==> config.mk <==
export PLATFORM = sky130hd
export DESIGN_NAME = cv32e40x_lsu_txn_tracker
export DESIGN_NICKNAME = d
export VERILOG_FILES = /design/src/rtl/cv32e40x_lsu_txn_tracker.sv
export SDC_FILE = /design/constraint.sdc
export NUM_CORES = 1
export LEC_CHECK = 0
export BUFFER_PORTS_ARGS = -buffer_cell sky130_fd_sc_hd__buf_2
export CAP_MARGIN = 0
export CORE_AREA = 2 2 83 85
export CTS_CLUSTER_DIAMETER = 150
export DETAILED_ROUTE_END_ITERATION = 8
export DIE_AREA = 0 0 85 87
export HOLD_SLACK_MARGIN = 0.15
export SYNTH_ARGS = -nofsm -noshare
export SYNTH_HDL_FRONTEND = slang
export SYNTH_SLANG_ARGS = --single-unit
==> constraint.sdc <==
create_clock -name clk -period 4.54 [get_ports clk]
set_input_delay 0.681 -clock clk [delete_from_list [all_inputs] [get_ports clk]]
set_output_delay 0.681 -clock clk [all_outputs]
set_load 0.02 [all_outputs]
==> src/rtl/cv32e40x_lsu_txn_tracker.sv <==
// LSU outstanding-transaction tracker between core and WPT stage: caps in-flight
// data transactions at DEPTH, flags next-cycle single-pending and handles drain.
module cv32e40x_lsu_txn_tracker #(
  parameter int unsigned DEPTH          = 2,
  parameter int unsigned CNT_W          = 3,
  parameter type         obi_data_req_t = logic [63:0],
  parameter type         data_resp_t    = logic [32:0]
) (
  input  logic          clk,
  input  logic          rst_n,
  input  logic          core_trans_valid_i,
  output logic          core_trans_ready_o,
  input  logic          core_trans_pushpop_i,
  input  obi_data_req_t core_trans_i,
  output logic          core_resp_valid_o,
  output data_resp_t    core_resp_o,
  output logic          wpt_trans_valid_o,
  input  logic          wpt_trans_ready_i,
  output logic          wpt_trans_pushpop_o,
  output obi_data_req_t wpt_trans_o,
  input  logic          wpt_resp_valid_i,
  input  data_resp_t    wpt_resp_i,
  output logic          one_txn_pend_n_o,
  input  logic          drain_req_i,
  output logic          drain_done_o,
  output logic [CNT_W-1:0] cnt_o,
  output logic          err_o
);

  typedef enum logic [1:0] {TRK_IDLE, TRK_DRAIN, TRK_DONE} trk_state_e;

  trk_state_e       state_q;
  logic [CNT_W-1:0] cnt_q, cnt_n;
  logic             err_q, done_q;
  logic             block, accept, resp, underflow;

  // A response in the same cycle does not lift the DEPTH block.
  assign block = (cnt_q == CNT_W'(DEPTH)) || (state_q != TRK_IDLE);

  assign wpt_trans_valid_o   = core_trans_valid_i && !block;
  assign core_trans_ready_o  = wpt_trans_ready_i && !block;
  assign wpt_trans_pushpop_o = core_trans_pushpop_i;
  assign wpt_trans_o         = core_trans_i;

  assign core_resp_valid_o = wpt_resp_valid_i;
  assign core_resp_o       = wpt_resp_i;

  assign accept = core_trans_valid_i && core_trans_ready_o;
  assign resp   = wpt_resp_valid_i;

  always_comb begin
    cnt_n     = cnt_q;
    underflow = 1'b0;
    if (accept && !resp) begin
      cnt_n = cnt_q + 1'b1;
    end else if (!accept && resp) begin
      if (cnt_q == '0) underflow = 1'b1;
      else             cnt_n = cnt_q - 1'b1;
    end
  end

  assign one_txn_pend_n_o = (cnt_n == CNT_W'(1));

  always_ff @(posedge clk or negedge rst_n) begin
    if (!rst_n) begin
      state_q <= TRK_IDLE;
      cnt_q   <= '0;
      err_q   <= 1'b0;
      done_q  <= 1'b0;
    end else begin
      cnt_q  <= cnt_n;
      done_q <= 1'b0;
      if (underflow) err_q <= 1'b1;
      // done_q is set on entry to TRK_DONE so the pulse is registered.
      case (state_q)
        TRK_IDLE:  if (drain_req_i) state_q <= TRK_DRAIN;
        TRK_DRAIN: if (cnt_n == '0) begin
                     state_q <= TRK_DONE;
                     done_q  <= 1'b1;
                   end
        TRK_DONE:  state_q <= TRK_IDLE;
        default:   state_q <= TRK_IDLE;
      endcase
    end
  end

  assign drain_done_o = done_q;
  assign cnt_o        = cnt_q;
  assign err_o        = err_q;

endmodule

==> summary.txt, run 1 <==
Yosys
  • Synth Area in Compound Gates: under 10%
  • Mapped Avg Cell Area: 8.48 um^2
  • Synth Warn #: 0
  • Adder-Cell Fraction of Synth Area: approximately 4.2%
  • Mux cell area share after synthesis: 1.66%
  • Synth Flop Type: dfrtp_1
  • Seq/Total Area, Yosys: 14.6%
  • Async SR Flop Fraction: 100%
  • Post-synth EDFFs: 0
  • Simple-gate share of the synthesized area: 9.56%
  • Yosys cell types: 25
  • Mapped Area: 0.00120 mm^2
  • Syn nets: 250
  • Register bit total from synthesis: 7
  • Mapped Cells: between 100 and 150
  • Synth Area in XOR/XNOR: 0.728%
  • Main combinational cell family by area after synthesis: buffers and inverters

Setup path
  • Critical Path RT: 3860 ps
  • Worst-path maximum fanout: 7
  • Critical path class: register to output pin
  • Worst setup SP type: register
  • Crit path DAT: 2130 ps
  • Critical path's slowest cell: dfrtp_1
  • CP Capture Type: output pin
  • Largest stage delay, worst path: approximately 360 ps
  • CP cell instances: inv_1 -> ha_1 -> nand2b_4 -> nand4_4 -> mux2i_1 -> xnor2_1 -> nor3b_1 -> buf_2

Timing
  • Hold Fails Final Rpt: 0
  • Setup-failing EPs final: 0
  • Setup TNS Final: 0 ps
  • Final setup skew: 0.982 ps
  • Max Slew Vio Count: 0
  • Unrepaired setup endpoints after global routing: no
  • Fin crit period: 2810 ps
  • F_max: 0.356 GHz
  • Worst Tran Pin Value: 439 ps
  • Normalized max-slew margin: 70.7%
  • Final period utilization: 61.8%

Flow run
  • Max-cap viol count: 0

Detailed routing
  • Vias/cell: ~3.6
  • Drt initial violations: 5
  • 1st-pass router iterations: 3
  • Routed wire per std cell: 15.1 um
  • Final WL: approximately 2100 um
  • Total number of vias: 501
  • DRC Markers: 0
  • Final ANT Viol Nets: 0

Clock tree
  • Clock root cell: clkbuf_8
  • H-Tree Depth: 1
  • Clock buffer depth: 2
  • CTS tree: yes
  • Clk slew on worst S/H paths: 40 ps
  • Hold buffers post-CTS: 0
  • Setup Buffers After CTS: 0
  • CTS Sinks: 7
  • Inserted Clock Buffers: 3
  • Worst-Skew Late Latency: 230 ps
  • Post_cts resized: 0

GRT
  • First-pass GRT wire length: 2980 um
  • Largest net degree at the start of global routing: 10
  • Number of global-route vias before repair: 517
  • GRT Resource Usage Total: around 5.3%
  • Global route overflow: 0
  • Initial antenna violation count: 0

Finish
  • Final Cell Area: 676 um^2
  • Ant diodes: 0
  • Fillcell total: around 750
  • Layout cells sized above 1: between 30% and 40%
  • Finished Core Util: 10.3%
  • Area delta synth->final: -43.9%
  • Final net count: 170

Floorplanning
  • Core area: 0.00657 mm^2
  • Die Span X: 85 um
  • Boundary pin count: 211
  • Initial core utilization: around 18%
  • Die Area: 0.00740 mm^2
  • Die extent in y: 87 um
  • # rows: 30

Place
  • Placer Congestion: 0.770
  • Cell Area, Placed: 631 um^2
  • Port bufs: 14
  • Final HPWL DP: 1780 um

Power
  • Power Density: 648 mW/mm^2
  • Static leakage: 0.313 nW
  • Max VDD drop: 0.000280 V

Hold path
  • Min-Delay Path Class: input port to asynchronous set/reset pin

Outcome
  • Status: finished, final reports clean
-- synthesized netlist by cell type, types with 2 or more instances --
cell type  instances  area, um^2
ha_1               4        50.1
dfrtp_1            7         175
nor4_1             2        12.5
and3_1             2        12.5
buf_4             99         743
nand2b_1           2        12.5
inv_1              6        22.5
nor2_1             2        7.51
mux2i_1            2        20.0
-- power breakdown --
part | internal (mW) | switching [mW] | total [mW] | leakage, nW
Combinational | 0.0926 | 0.147 | 0.240 | 0.207
Clock | 0.0607 | 0.0265 | 0.0872 | 0.0228
Sequential | 0.0870 | 0.0235 | 0.110 | 0.0828
-- placed cells by master, fill, tap and decap left out, types with 2 or more instances in the layout --
cell,n
nand2b_1,2
and3_1,2
inv_1,6
mux2i_1,2
nor2_1,2
dfrtp_1,7
buf_2,14
nor4_1,2
clkbuf_8,3
ha_1,4
-- cell type report --
cell class / count / area (um^2) / area share (%)
Inverter: 6 / 22.5 / 3.33
Multi-Input combinational cell: 30 / 263 / 38.9
Sequential cell: 7 / 175 / 25.9
Clock buffer: 4 / 45.0 / 6.67
Timing Repair Buffer: 14 / 70.1 / 10.4
Tap cell: 80 / 100 / 14.8
-- kinds of logic after synthesis --
| logic type | count (synthesis) |
|---|---|
| buffers and inverters | 105 |
| multiplexers | 2 |
| XOR/XNOR | 1 |
| AO/OA/AOI/OAI | 8 |
| AND/OR/NAND/NOR | 15 |
| adder cells (fa/ha/maj) | 4 |
| flip-flops | 7 |
-- worst max-delay path, delay by kind of cell (launching register included) --
kind / cells / cell delay [ps]
AND/OR/NAND/NOR: 3 / 480
XOR/XNOR: 1 / 350
multiplexers: 1 / 170
buffers and inverters: 2 / 300
flip-flops: 1 / 360
adder cells (fa/ha/maj): 1 / 240
-- through the flow --
step                power (mW)  instances  setup WS [ps]  hold slack [ps]
floorplan                0.411        142           1820              385
global placement         0.352        137           1960              461
detailed placement       0.355        137           1940              463
CTS                      0.447        141           1680              277
global route             0.473        141           1530              295
finish                   0.438        141           1730              280
-- final timing paths --
path                       slack (ps)  cells past startpoint               start                endpoint
max                              1730                      8  cnt_o[0]$_DFF_PN0_        one_txn_pend_n_o
min                               280                      1               rst_n      cnt_o[2]$_DFF_PN0_
max reg2reg                      2620                      7  cnt_o[0]$_DFF_PN0_  state_q[0]$_DFFE_PN0P_
min reg2reg                       470                      1   err_o$_DFFE_PN0P_       err_o$_DFFE_PN0P_
max in group asynchronous        4110                      1               rst_n      cnt_o[0]$_DFF_PN0_
min in group clk                  470                      1   err_o$_DFFE_PN0P_       err_o$_DFFE_PN0P_
-- metal layers --
layer | GRT usage [%] | routed length [um]
met1 | 4.45 | 615
met2 | 7.24 | 894
met3 | 3.22 | 384
met4 | 7.50 | 237
met5 | 0 | 0
-- flip-flops by register name, indices dropped and copies added (netlist names) --
name,flops
err_o,1
cnt_o,3
drain_done_o,1
state_q,2
Power figures use the tool's default switching activity.
==> run 2, diff against run 1 <==
--- a/config.mk
+++ b/config.mk
@@ -5,12 +5,13 @@
 export SDC_FILE = /design/constraint.sdc
 export NUM_CORES = 1
 export LEC_CHECK = 0
+export ABC_AREA = 1
 export BUFFER_PORTS_ARGS = -buffer_cell sky130_fd_sc_hd__buf_2
 export CAP_MARGIN = 0
-export CORE_AREA = 2 2 83 85
+export CORE_AREA = 2 2 81 83
 export CTS_CLUSTER_DIAMETER = 150
 export DETAILED_ROUTE_END_ITERATION = 8
-export DIE_AREA = 0 0 85 87
+export DIE_AREA = 0 0 83 85
 export HOLD_SLACK_MARGIN = 0.15
 export SYNTH_ARGS = -nofsm -noshare
 export SYNTH_HDL_FRONTEND = slang
==> constraint.sdc (replaced) <==
create_clock -name clk -period 2.8 [get_ports clk]
set_input_delay 0.42 -clock clk [delete_from_list [all_inputs] [get_ports clk]]
set_output_delay 0.42 -clock clk [all_outputs]
set_load 0.02 [all_outputs]
==> summary.txt, run 2 <==
Setup path
  • Crit path DAT: between 1500 and 2000 ps
  • CP Capture Type: output pin
  • Reg2Reg Depth: 12
  • Worst setup SP type: register
  • CP cell instances: inv_1 -> ha_1 -> nand2_4 -> nand2_4 -> nor2_8 -> nand3_4 -> nand2_1 -> nand2_1 -> nand2_2 -> nand3_1 -> nor2_1 -> buf_2
  • Largest stage delay, worst path: 400 ps
  • CP delay by family, top: simple AND/OR/NAND/NOR gates
  • Worst-path maximum fanout: 5
  • Critical Path RT: 2380 ps
  • Critical path's slowest cell: dfrtp_1
  • Critical path class: register to output pin
  • CP bufs+invs: 2
  • CP Depth: 12

Timing
  • Max Slew Vio Count: 0
  • Worst Tran Pin Value: ~220 ps
  • Fin crit period: 2360 ps
  • Worst setup margin: 437 ps
  • Final period utilization: between 80% and 90%
  • Worst hold slack: slightly below 400 ps
  • Setup TNS Final: 0 ps
  • Unrepaired setup endpoints after global routing: no
  • F_max: 0.423 GHz
  • Normalized max-slew margin: a little under nine tenths
  • Hold Fails Final Rpt: 0
  • Setup-failing EPs final: 0
  • Final setup skew: 1.11 ps

Clock tree
  • CTS Sinks: 7
  • CTS tree: yes
  • Post_cts resized: 0
  • Clock root cell: clkbuf_8
  • Inserted Clock Buffers: 3
  • Worst-Skew Late Latency: 230 ps
  • H-Tree Depth: 1
  • Clk slew on worst S/H paths: 40 ps
  • Clock buffer depth: 2
  • Setup Buffers After CTS: 0
  • Hold buffers post-CTS: 1

Finish
  • Ant diodes: 0
  • Finished Core Util: 12.0%
  • Final non-filler cell total: 160
  • Final net count: 192
  • Max FFs per register: 3
  • Layout cells sized above 1: 36.1%
  • Final Cell Area: approximately 750 um^2
  • Area delta synth->final: -41.2%
  • Most frequent cells in the layout: nand2_1, buf_2, inv_1

Yosys
  • Yosys top cell area share: 58.6%
  • Area leader, netlist: buf_4
  • Mapped Avg Cell Area: 7.78 um^2
  • Register bit total from synthesis: 7
  • Post-synth EDFFs: 0
  • Mapped Area: 0.00127 mm^2
  • Synth top cells by count: buf_4, nand2_1, inv_1
  • Top-count cell post-synth: buf_4
  • Synth area leaders: buf_4, dfrtp_1, nand2_1
  • Async SR Flop Fraction: 100%
  • Syn nets: 271
  • Synth Flop Type: dfrtp_1
  • Synth Warn #: 0
  • Yosys cell types: 22
  • Mapped Cells: 163
  • Seq/Total Area, Yosys: approximately 14%

Hold path
  • Hold Crit Depth: 3
  • Min-Delay Path Class: input port to register

Detailed routing
  • Final WL: 2060 um
  • DR WL met2: 843 um
  • Vias/cell: 3.64
  • 1st-pass router iterations: 4
  • Drt initial violations: 24
  • Post-Route M1 WL: 563 um
  • Max Used Layer: met4
  • Final ANT Viol Nets: 0
  • DRC Markers: 0
  • Total number of vias: between 500 and 600
  • Met3 WL: 341 um
  • Routed wire per std cell: ~13 um

Power
  • Max VDD drop: 0.000170 V
  • Pwr Total: roughly 0.85 mW
  • Power Density: 1140 mW/mm^2
  • Static leakage: 0.385 nW

Outcome
  • Status: finished, final reports clean

Flow run
  • Max-cap viol count: 0

GRT
  • Number of global-route vias before repair: between 500 and 600
  • Largest net degree at the start of global routing: 8
  • Initial antenna violation count: 0
  • Global route overflow: 0
  • GRT Resource Usage Total: 5.89%
  • First-pass GRT wire length: 3050 um

Floorplanning
  • # rows: 29
  • Die Area: between 0.007 and 0.008 mm^2
  • Die extent in y: 85 um
  • Boundary pin count: roughly 210
  • Core area: a little over 0.006 mm^2
  • Initial core utilization: 20.4%
  • Die Span X: 83 um

Place
  • Cell Area, Placed: roughly 700 um^2
  • Port bufs: 14
  • Setup WS pre-CTS: approximately 660 ps
  • Placer Congestion: 0.801
  • Placed Cells: 155
  • Final HPWL DP: 1760 um
run 2: cell types whose count changed in the layout (fill, tap and decap cells not counted), sizes merged, moves of 3 or more:
cell    previous run  this run
nand2b             3         0
inv                6        11
nor2               3         9
nand3              0         6
and3               3         0
nand2              1        19
run 2: final timing paths:
kind / from / end / slack [ps]
setup / recovery: cnt_o[0]$_DFF_PN0_ / one_txn_pend_n_o / 440
hold / removal: drain_req_i / state_q[0]$_DFFE_PN0P_ / 400
setup reg to reg: cnt_o[0]$_DFF_PN0_ / state_q[0]$_DFFE_PN0P_ / 1120
hold reg to reg: err_o$_DFFE_PN0P_ / err_o$_DFFE_PN0P_ / 480
max in group asynchronous: rst_n / cnt_o[0]$_DFF_PN0_ / 2080
min in group asynchronous: rst_n / cnt_o[1]$_DFF_PN0_ / 570
run 2: routing by layer:
layer,GRT usage [%],up-vias
met3,4.77,45
met2,7.48,54
met4,10.9,0
met1,3.83,245
li1,-,238
met5,0,-
run 2: worst reg2reg max path, delay by kind of cell (launching register included):
| kind | cells | cell delay (ps) |
|---|---|---|
| flops | 1 | 400 |
| simple gates | 10 | 820 |
| fa+ha+maj | 1 | 240 |
| buf+inv | 1 | 110 |
run 2: kinds of logic after synthesis:
group	share of synthesized area [%]
buffers and inverters	61.9
DFF	13.8
adders and majority gates	3.95
AOI/OAI and AO/OA	2.07
and+or+nand+nor	18.3
run 2: report_power, final:
group          switching, mW  internal (mW)
Sequential            0.0457          0.146
Clock                 0.0436         0.0985
Combinational          0.336          0.180
run 2: cell type report:
| class | count | area, um^2 |
|---|---|---|
| Clock buffer | 4 | 45.0 |
| Fill cell | 701 | 5460 |
| Inverter | 11 | 41.3 |
| Multi-Input combinational cell | 46 | 308 |
| Sequential cell | 7 | 175 |
| Tap cell | 77 | 96.3 |
| Timing Repair Buffer | 15 | 80.1 |
